===== config.mk =====
export PLATFORM = sky130hd
export DESIGN_NAME = mem_arbiter_flat
export DESIGN_NICKNAME = d
export VERILOG_FILES = /design/src/rtl/mem_arbiter_pkg.sv /design/src/rtl/mem_arbiter_if.sv /design/src/rtl/mem_be_gen.sv /design/src/rtl/mem_arbiter.sv /design/src/flat_wrapper.sv
export SDC_FILE = /design/constraint.sdc
export NUM_CORES = 1
export LEC_CHECK = 0
export CORE_AREA = 5 5 104 106
export CTS_CLUSTER_DIAMETER = 30
export DETAILED_ROUTE_END_ITERATION = 6
export DIE_AREA = 0 0 109 111
export PLACE_DENSITY_LB_ADDON = 0.1
export SYNTH_ARGS = -nofsm -noshare
export SYNTH_HDL_FRONTEND = slang
export SYNTH_SLANG_ARGS = --single-unit

===== constraint.sdc =====
create_clock -name clk -period 4.15 [get_ports clk]
set_input_delay 1.245 -clock clk [delete_from_list [all_inputs] [get_ports clk]]
set_output_delay 1.245 -clock clk [all_outputs]
set_load 0.01 [all_outputs]

===== src/rtl/mem_arbiter_pkg.sv =====
// Shared types and constants for the IF/LS memory arbiter.
package mem_arbiter_pkg;

    localparam int unsigned DATA_W = 32;
    localparam int unsigned BE_W   = 4;

    typedef enum logic [0:0] {
        IDLE = 1'b0,
        WAIT = 1'b1
    } arb_state_e;

    typedef enum logic [1:0] {
        NONE   = 2'd0,
        OWN_IF = 2'd1,
        OWN_LS = 2'd2
    } arb_owner_e;

    typedef enum logic [1:0] {
        SIZE_B = 2'b00,
        SIZE_H = 2'b01,
        SIZE_W = 2'b10
    } ls_size_e;

    localparam logic [BE_W-1:0] BE_ALL = 4'b1111;

endpackage


===== src/rtl/mem_arbiter_if.sv =====
// Fetch, load/store and memory-macro signals of the arbiter; slave = arbiter side.
interface mem_arbiter_if
    import mem_arbiter_pkg::*;
#(
    parameter int unsigned ADDR_W = 30
);
    logic              if_req;
    logic [DATA_W-1:0] if_addr;
    logic              if_gnt;
    logic              if_rvalid;
    logic [DATA_W-1:0] if_rdata;

    logic              ls_req;
    logic              ls_we;
    logic [1:0]        ls_size;
    logic [DATA_W-1:0] ls_addr;
    logic [DATA_W-1:0] ls_wdata;
    logic              ls_gnt;
    logic              ls_rvalid;
    logic [DATA_W-1:0] ls_rdata;
    logic              ls_err;

    logic              mem_en;
    logic              mem_we;
    logic [ADDR_W-1:0] mem_addr;
    logic [BE_W-1:0]   mem_be;
    logic [DATA_W-1:0] mem_wdata;
    logic [DATA_W-1:0] mem_rdata;

    logic              busy;

    modport slave (
        input  if_req, if_addr, ls_req, ls_we, ls_size, ls_addr, ls_wdata, mem_rdata,
        output if_gnt, if_rvalid, if_rdata, ls_gnt, ls_rvalid, ls_rdata, ls_err,
               mem_en, mem_we, mem_addr, mem_be, mem_wdata, busy
    );

    modport master (
        output if_req, if_addr, ls_req, ls_we, ls_size, ls_addr, ls_wdata, mem_rdata,
        input  if_gnt, if_rvalid, if_rdata, ls_gnt, ls_rvalid, ls_rdata, ls_err,
               mem_en, mem_we, mem_addr, mem_be, mem_wdata, busy
    );

endinterface


===== src/rtl/mem_be_gen.sv =====
// Byte-enable, store-lane replication and misalignment decode for one LS access.
module mem_be_gen
    import mem_arbiter_pkg::*;
(
    input  logic [1:0]        size_i,
    input  logic [1:0]        addr_lo_i,
    input  logic [DATA_W-1:0] wdata_i,
    output logic [BE_W-1:0]   be_o,
    output logic [DATA_W-1:0] wdata_rep_o,
    output logic              misaligned_o
);

    // Size code 11 falls into the word branch.
    always_comb begin
        be_o         = BE_ALL;
        wdata_rep_o  = wdata_i;
        misaligned_o = 1'b0;
        case (size_i)
            SIZE_B: begin
                be_o        = 4'b0001 << addr_lo_i;
                wdata_rep_o = {4{wdata_i[7:0]}};
            end
            SIZE_H: begin
                be_o         = addr_lo_i[1] ? 4'b1100 : 4'b0011;
                wdata_rep_o  = {2{wdata_i[15:0]}};
                misaligned_o = addr_lo_i[0];
            end
            default: begin
                misaligned_o = (addr_lo_i != 2'b00);
            end
        endcase
    end

endmodule


===== src/rtl/mem_arbiter.sv =====
// IF/LS arbiter for a single-port synchronous memory, one transaction outstanding.
// Optional misaligned-LS trapping when MEM_ARB_MISALIGN_CHK_EN is defined.
module mem_arbiter
    import mem_arbiter_pkg::*;
#(
    parameter int unsigned ADDR_W  = 30,
    parameter int unsigned MEM_LAT = 1
) (
    input  logic         clk,
    input  logic         rst,
    mem_arbiter_if.slave bus
);

    localparam int unsigned      CNT_W   = (MEM_LAT > 1) ? $clog2(MEM_LAT) : 1;
    localparam logic [CNT_W-1:0] LAT_M1  = CNT_W'(MEM_LAT - 1);
    localparam logic [0:0]       ST_IDLE = 1'(IDLE);
    localparam logic [0:0]       ST_WAIT = 1'(WAIT);

    logic [0:0]       state_q, state_d;
    logic [CNT_W-1:0] cnt_q, cnt_d;
    arb_owner_e       owner_q, owner_d;
    logic             last_ls_q, last_ls_d;
    logic             err_q, err_d;

    logic              slot, resp, ls_win, gnt_if, gnt_ls, mis_chk, mis_drop;
    logic [BE_W-1:0]   ls_be;
    logic [DATA_W-1:0] ls_wrep;
    logic              ls_mis;

    logic              if_gnt_c, if_rvalid_c, ls_gnt_c, ls_rvalid_c, ls_err_c;
    logic              mem_en_c, mem_we_c, busy_c;
    logic [DATA_W-1:0] if_rdata_c, ls_rdata_c, mem_wdata_c;
    logic [ADDR_W-1:0] mem_addr_c;
    logic [BE_W-1:0]   mem_be_c;

    mem_be_gen u_be_gen (
        .size_i       (bus.ls_size),
        .addr_lo_i    (bus.ls_addr[1:0]),
        .wdata_i      (bus.ls_wdata),
        .be_o         (ls_be),
        .wdata_rep_o  (ls_wrep),
        .misaligned_o (ls_mis)
    );

`ifdef MEM_ARB_MISALIGN_CHK_EN
    assign mis_chk = ls_mis;
`else
    logic unused_mis;
    assign mis_chk    = 1'b0;
    assign unused_mis = ls_mis;
`endif

    // Address bits outside the word index only feed the byte-enable decode.
    logic unused_addr;
    assign unused_addr = ^{bus.if_addr, bus.ls_addr};

    always_ff @(posedge clk) begin
        if (rst) begin
            state_q   <= ST_IDLE;
            cnt_q     <= '0;
            owner_q   <= NONE;
            last_ls_q <= 1'b0;
            err_q     <= 1'b0;
        end else begin
            state_q   <= state_d;
            cnt_q     <= cnt_d;
            owner_q   <= owner_d;
            last_ls_q <= last_ls_d;
            err_q     <= err_d;
        end
    end

    // Next state, grant and memory-side muxing; everything is masked while rst is high.
    always_comb begin
        state_d     = state_q;
        cnt_d       = cnt_q;
        owner_d     = owner_q;
        last_ls_d   = last_ls_q;
        err_d       = err_q;
        mem_en_c    = 1'b0;
        mem_we_c    = 1'b0;
        mem_addr_c  = '0;
        mem_be_c    = '0;
        mem_wdata_c = '0;

        slot     = (state_q == ST_IDLE) | ((state_q == ST_WAIT) & (cnt_q == '0));
        resp     = ~rst & (state_q == ST_WAIT) & (cnt_q == '0);
        ls_win   = bus.ls_req & ~(bus.if_req & last_ls_q);
        gnt_ls   = ~rst & slot & ls_win;
        gnt_if   = ~rst & slot & bus.if_req & ~ls_win;
        mis_drop = gnt_ls & mis_chk;

        if ((state_q == ST_WAIT) && (cnt_q != '0)) begin
            cnt_d = cnt_q - CNT_W'(1);
        end
        if (slot) begin
            state_d = ST_IDLE;
            owner_d = NONE;
            err_d   = 1'b0;
        end
        if (gnt_ls || gnt_if) begin
            state_d = ST_WAIT;
            cnt_d   = LAT_M1;
            owner_d = gnt_ls ? OWN_LS : OWN_IF;
            err_d   = mis_drop;
        end
        // Fairness bit moves only when both sides competed for the slot.
        if (~rst && slot && bus.if_req && bus.ls_req) begin
            last_ls_d = gnt_ls;
        end

        if (gnt_ls && !mis_drop) begin
            mem_en_c    = 1'b1;
            mem_we_c    = bus.ls_we;
            mem_addr_c  = bus.ls_addr[ADDR_W+1:2];
            mem_be_c    = bus.ls_we ? ls_be : BE_ALL;
            mem_wdata_c = bus.ls_we ? ls_wrep : '0;
        end else if (gnt_if) begin
            mem_en_c    = 1'b1;
            mem_addr_c  = bus.if_addr[ADDR_W+1:2];
            mem_be_c    = BE_ALL;
        end

        if_gnt_c    = gnt_if;
        ls_gnt_c    = gnt_ls;
        if_rvalid_c = resp & (owner_q == OWN_IF);
        ls_rvalid_c = resp & (owner_q == OWN_LS);
        if_rdata_c  = if_rvalid_c ? bus.mem_rdata : '0;
        ls_rdata_c  = ls_rvalid_c ? bus.mem_rdata : '0;
        ls_err_c    = ls_rvalid_c & err_q;
        busy_c      = ~rst & ((state_q == ST_WAIT) |
                              ((bus.if_req | bus.ls_req) & ~(gnt_if | gnt_ls)));
    end

    assign bus.if_gnt    = if_gnt_c;
    assign bus.if_rvalid = if_rvalid_c;
    assign bus.if_rdata  = if_rdata_c;
    assign bus.ls_gnt    = ls_gnt_c;
    assign bus.ls_rvalid = ls_rvalid_c;
    assign bus.ls_rdata  = ls_rdata_c;
    assign bus.ls_err    = ls_err_c;
    assign bus.mem_en    = mem_en_c;
    assign bus.mem_we    = mem_we_c;
    assign bus.mem_addr  = mem_addr_c;
    assign bus.mem_be    = mem_be_c;
    assign bus.mem_wdata = mem_wdata_c;
    assign bus.busy      = busy_c;

endmodule


===== src/flat_wrapper.sv =====
// flat-port wrapper written by rule: the top's interface ports become plain ports
module mem_arbiter_flat import mem_arbiter_pkg::*;
#(
    parameter int unsigned ADDR_W  = 30,
    parameter int unsigned MEM_LAT = 1
)
  (clk, rst, bus_if_req, bus_if_addr, bus_ls_req, bus_ls_we, bus_ls_size, bus_ls_addr, bus_ls_wdata, bus_mem_rdata, bus_if_gnt, bus_if_rvalid, bus_if_rdata, bus_ls_gnt, bus_ls_rvalid, bus_ls_rdata, bus_ls_err, bus_mem_en, bus_mem_we, bus_mem_addr, bus_mem_be, bus_mem_wdata, bus_busy);
  mem_arbiter_if #(.ADDR_W(ADDR_W)) bus_i ();
  input  logic clk;
  input  logic rst;
  input wire logic [$bits(bus_i.if_req)-1:0] bus_if_req;
  input wire logic [$bits(bus_i.if_addr)-1:0] bus_if_addr;
  input wire logic [$bits(bus_i.ls_req)-1:0] bus_ls_req;
  input wire logic [$bits(bus_i.ls_we)-1:0] bus_ls_we;
  input wire logic [$bits(bus_i.ls_size)-1:0] bus_ls_size;
  input wire logic [$bits(bus_i.ls_addr)-1:0] bus_ls_addr;
  input wire logic [$bits(bus_i.ls_wdata)-1:0] bus_ls_wdata;
  input wire logic [$bits(bus_i.mem_rdata)-1:0] bus_mem_rdata;
  output wire logic [$bits(bus_i.if_gnt)-1:0] bus_if_gnt;
  output wire logic [$bits(bus_i.if_rvalid)-1:0] bus_if_rvalid;
  output wire logic [$bits(bus_i.if_rdata)-1:0] bus_if_rdata;
  output wire logic [$bits(bus_i.ls_gnt)-1:0] bus_ls_gnt;
  output wire logic [$bits(bus_i.ls_rvalid)-1:0] bus_ls_rvalid;
  output wire logic [$bits(bus_i.ls_rdata)-1:0] bus_ls_rdata;
  output wire logic [$bits(bus_i.ls_err)-1:0] bus_ls_err;
  output wire logic [$bits(bus_i.mem_en)-1:0] bus_mem_en;
  output wire logic [$bits(bus_i.mem_we)-1:0] bus_mem_we;
  output wire logic [$bits(bus_i.mem_addr)-1:0] bus_mem_addr;
  output wire logic [$bits(bus_i.mem_be)-1:0] bus_mem_be;
  output wire logic [$bits(bus_i.mem_wdata)-1:0] bus_mem_wdata;
  output wire logic [$bits(bus_i.busy)-1:0] bus_busy;
  assign bus_i.if_req = bus_if_req;
  assign bus_i.if_addr = bus_if_addr;
  assign bus_i.ls_req = bus_ls_req;
  assign bus_i.ls_we = bus_ls_we;
  assign bus_i.ls_size = bus_ls_size;
  assign bus_i.ls_addr = bus_ls_addr;
  assign bus_i.ls_wdata = bus_ls_wdata;
  assign bus_i.mem_rdata = bus_mem_rdata;
  assign bus_if_gnt = bus_i.if_gnt;
  assign bus_if_rvalid = bus_i.if_rvalid;
  assign bus_if_rdata = bus_i.if_rdata;
  assign bus_ls_gnt = bus_i.ls_gnt;
  assign bus_ls_rvalid = bus_i.ls_rvalid;
  assign bus_ls_rdata = bus_i.ls_rdata;
  assign bus_ls_err = bus_i.ls_err;
  assign bus_mem_en = bus_i.mem_en;
  assign bus_mem_we = bus_i.mem_we;
  assign bus_mem_addr = bus_i.mem_addr;
  assign bus_mem_be = bus_i.mem_be;
  assign bus_mem_wdata = bus_i.mem_wdata;
  assign bus_busy = bus_i.busy;
  mem_arbiter #(.ADDR_W(ADDR_W), .MEM_LAT(MEM_LAT)) u_core (.clk(clk), .rst(rst), .bus(bus_i));
endmodule

# Word-level counts from Yosys, hierarchy flattened
# Cells that the tools add are included.
totals:
  elab_cells: 60
  ff_bits: 5
  in_bits: 135
op_classes:
  eq_ne: 3
  shifts: 1
  muxes: 20
  reduce_logical: 8
  n_bitwise: 23
  n_addsub: 1
op_table:
  columns: ["cell", "count"]
  rows:
  - ["2-to-1 mux 32 bit", 4]
  - ["one-hot mux 32 bit (2 select lines)", 1]
  - ["2-to-1 mux 30 bit", 2]
  - ["2-to-1 mux 4 bit", 4]
  - ["AND 1 bit", 13]
  - ["one-hot mux 4 bit (2 select lines)", 1]
  - ["2-to-1 mux 2 bit", 3]
  - ["NOT 1 bit", 6]
  - ["2-to-1 mux 1 bit", 5]
  - ["== test 2 x 1 -> 1 bit, second input constant", 2]
  - ["logical AND 1 bit", 4]
  - ["bitwise OR 1 bit", 4]
  - ["left shift 1 x 2 -> 4 bit, first input constant", 1]
  - ["== test 2 bit, second input constant", 1]
  - ["logical NOT 2 bit", 1]
  - ["nonzero test 2 bit", 1]
  - ["OR reduction 2 bit", 1]
  - ["logical OR 1 bit", 1]
  - ["subtractor 1 bit, second input constant", 1]

# Longest topological paths before layout
depth:
  ltp_word: 11
  mapped_depth: 5
  depth_no_buf: 4

# Modules after synthesis
# A second synthesis with hierarchy kept.
unflattened:
  cells_unflattened: 249
  hier_area_um2: 1798.0
by_module_without_submodules:
  columns: ["module", "cells_each", "area_each_um2", "n_inst"]
  rows:
  - ["mem_arbiter", 186, 1276.2, 1]
  - ["mem_be_gen", 63, 521.8, 1]

# Worst setup path before layout
# No wires, ideal clock.
synth_path:
  kind: "input -> output"
  start: "input port bus_ls_size[0]"
  end: "output port bus_mem_wdata[10]"
  cell_stages: 5
  n_path_buf: 2
  arrival_time_ns: 2.079
  path_slack_ns: 0.826
  t_required_ns: 2.905
  path_cell_list: "buf_6 buf_6 nor2_1 nand2_1 a21oi_1"
synth_via:
  elab_chain_cells: 4
synth_lines:
  columns: ["element", "line_no", "rtl"]
  rows:
  - ["start, declared", "flat_wrapper.sv:15", "input wire logic [$bits(bus_i.ls_size)-1:0] bus_ls_size;"]
  - ["== test 2 x 1 -> 1 bit / logical NOT 2 bit (equally long branches)", "mem_be_gen.sv:18", "case (size_i)"]
  - ["one-hot mux 32 bit (2 select lines) *", "mem_be_gen.sv:18", null]
  - ["2-to-1 mux 32 bit *", "mem_arbiter.sv:117", "mem_wdata_c = bus.ls_we ? ls_wrep : '0;"]
  - ["2-to-1 mux 32 bit *", "mem_arbiter.sv:112", "if (gnt_ls && !mis_drop) begin"]
  - ["end, declared", "flat_wrapper.sv:30", "output wire logic [$bits(bus_i.mem_wdata)-1:0] bus_mem_wdata;"]
# Every way passes the cells marked *; elsewhere a longest branch is shown, timed or not.

# Worst setup path in the final report
layout_path:
  start: "input port bus_ls_req"
  end: "output port bus_mem_addr[18]"
layout_via:
  elab_chain_cells: 5
layout_lines:
  columns: ["element", "line_no", "rtl"]
  rows:
  - ["start, declared", "flat_wrapper.sv:13", "input wire logic [$bits(bus_i.ls_req)-1:0] bus_ls_req;"]
  - ["AND 1 bit *", "mem_arbiter.sv:88", "ls_win = bus.ls_req & ~(bus.if_req & last_ls_q);"]
  - ["NOT 1 bit", "mem_arbiter.sv:90", "gnt_if = ~rst & slot & bus.if_req & ~ls_win;"]
  - ["AND 1 bit", "mem_arbiter.sv:90", null]
  - ["2-to-1 mux 30 bit", "mem_arbiter.sv:118", "end else if (gnt_if) begin"]
  - ["2-to-1 mux 30 bit *", "mem_arbiter.sv:112", null]
  - ["end, declared", "flat_wrapper.sv:28", "output wire logic [$bits(bus_i.mem_addr)-1:0] bus_mem_addr;"]
# Marks and branches as above.

==> metrics.txt <==
area leader, netlist=and2_1; status=finished, final reports clean; DIE AREA=approximately 12000 um2; number of H-tree levels=1; FMAX=roughly 0.24 GHz; pre-CTS setup slack=-0.247 ns; post-synthesis sequential area ratio=a little under 6%; via/cell ratio=about 4.2; Crit path buffers/inverters=4; chip width=109 um; yosys warns=0; Post-Route Setup TNS=0 ns; crit path cell chain=clkdlybuf4s50_1 -> a21boi_4 -> nand2_2 -> inv_2 -> bufbuf_16 -> a22o_1 -> clkdlybuf4s15_1; Clock transition at path regs=about 0.030 ns; # IOs=about 270; Mapped Avg Cell Area=7.31 um2; number of flops mapped to enable cells by yosys=0; Yosys reg bits=5; CP arrival=2.85 ns; CTS tree=yes; most numerous cell in the Yosys netlist=and2_1; final worst path period share=a little under 100%; cell area after layout=4650 um2; antenna viol nets, final=0; via count of the routed design=~2.8k; P per Cell Area=approximately 110 nW/um2; wire per inst=approximately 18 um; Max Clock Skew=0.000382 ns; Hold Vio Cnt, Final=0; clk buf depth=2; Netlist cell types=31; CP Max Fanout=16; Global Route Usage Sum=around 18%; share of the synthesized area in the top cell type=a little over a quarter; CTS Sinks=5; Synth area leaders=and2_1 (27%), a22o_1 (15%), mux2i_1 (9.4%); Mapped Area=about 1700 um2; Final Max Tran Viols=0; Period minus WS final=around 4 ns; CP startpoint kind=primary input; largest delay contributor family on the critical path=buffers and inverters; Hold Path Class=flip-flop to flip-flop; Core Area=9680 um2; grt ovf=0; Die Span Y=111 um; Initial Util=17.5%; vias in the first global route=around 2.9k; most common library cells after synthesis=and2_1 (72), a22o_1 (30), nor2_1 (22), mux2i_1 (16), buf_6 (14); asr flop ratio synth=0%; WL final=11700 um; cell row count=36; area grow syn2layout=174%; max-cap viol count=0; largest net degree at the start of global routing=20; DRT iter0 DRCs=between 70 and 80; diode count=0; fin nets=655; Primary FF master, synth=dfxtp_1; drt pass-1 iters=4; CP Capture Type=primary output; Post-DP Area=around 4700 um2; global-route wire length before repair=around 17000 um; Worst EP required=approximately 2.9 ns; VDD IR max=between 0.08 and 0.09 mV; CTS Buf Count=3; Post-Syn Nets=~370; HPWL Detailed=around 10000 um; DRC viols=0; synthesized instance count=approximately 230; leak pwr=around 2.4 nW; critical path type=primary input to primary output; overall power=0.491 mW; hold_ws=just under 0.5 ns; root buf cell=clkbuf_8; antenna violations before repair=0; setup violators final=0; CP peak stage delay=0.49 ns; GPL Wtd Cong=approximately 0.79; final worst slack=between 0.05 and 0.06 ns; share of cells above drive strength 1=12.5%; clock network latency to the later pin of the worst-skew pair=0.21 ns; crit path max-delay cell type=clkdlybuf4s50_1; Port Buffers=roughly 270
==> state kept, by name, summed over array words and instances (netlist names) <==
name,flops
u_core.state_q,1
u_core.last_ls_q,1
u_core.owner_q,2
u_core.cnt_q,1
==> worst reg2reg max path: stages, from the launching register on <==
cell and delay, ns:
dfxtp_1 0.44, a21oi_4 0.12, nand3_4 0.11, inv_4 0.06, buf_4 0.15, buf_4 0.12
a31o_1 0.18
==> through the flow <==
step | cells | utilization (%)
6_report | 652 | 48.0
3_5_place_dp | 643 | 48.1
5_1_grt | 652 | 48.0
3_3_place_gp | 643 | 48.1
2_1_floorplan | 232 | -
4_1_cts | 652 | 47.9
==> path summary, 6_finish.rpt <==
kind / startpoint / end / slack [ns] / depth (start not counted)
setup reg to reg: u_core.cnt_q / u_core.owner_q[0] / 2.85 / 6
hold reg to reg: u_core.owner_q[1] / u_core.owner_q[1] / 0.49 / 2
setup / recovery: bus_ls_req / bus_mem_addr[18] / 0.06 / 7
hold / removal: u_core.owner_q[1] / u_core.owner_q[1] / 0.49 / 2
==> metal layers <==
metal  track usage (%)  share of wire [%]  up-vias
li1                  -                  -     1385
met1              19.9                 37     1231
met2              33.5                 51      139
met3              5.42                 11       10
met4              3.79                1.7        0
met5                 0                  0        -
==> what timing repair did <==
action,4_1_cts,5_1_grt
endpoints found under the hold margin,0,0
endpoints found under the setup margin,133,12
cloned,3,0
setup buffers,2,0
resized for setup,151,15
hold buffers,0,0
pin swaps,2,0
==> placed cells by master, fill, tap and decap left out, drive strengths merged, types with 7 or more instances in the layout <==
master / Yosys / routed
dlygate4sd2: 0 / 115
clkbuf: 0 / 7
o21ai: 12 / 12
a21oi: 13 / 13
mux2i: 16 / 16
buf: 20 / 31
nor2: 22 / 22
clkdlybuf4s50: 0 / 134
a22o: 30 / 30
clkdlybuf4s15: 0 / 16
nand2: 10 / 10
and2: 72 / 72
mux2: 8 / 8
==> where the power goes <==
| group | switching [mW] | leakage (nW) | internal [mW] |
|---|---|---|---|
| logic | 0.128 | 2.35 | 0.222 |
| registers | 0.00321 | 0.0413 | 0.0508 |
| clock network | 0.0209 | 0.0228 | 0.0657 |
| total | 0.152 | 2.42 | 0.338 |
==> cell type report <==
class	instances	area (um2)
clock buffers	4	45.0
repair buffers	301	2900
inverters	5	21.3
flip-flops and latches	5	100
fillers	1009	5040
multi-input cells	204	1420
well taps	133	166
==> logic make-up (layout without fill, tap and decap cells) <==
| logic type | count (synthesis) | count (layout) | synth area share (%) |
|---|---|---|---|
| multiplexers | 24 | 24 | 14.7 |
| other | 1 | 1 | 0.221 |
| flip-flops | 5 | 5 | 5.90 |
| AND/OR/NAND/NOR | 116 | 118 | 40.1 |
| buffers and inverters | 25 | 310 | 12.3 |
| AO/OA/AOI/OAI | 61 | 61 | 26.7 |
Note: power is estimated with default switching activity, not from simulation.
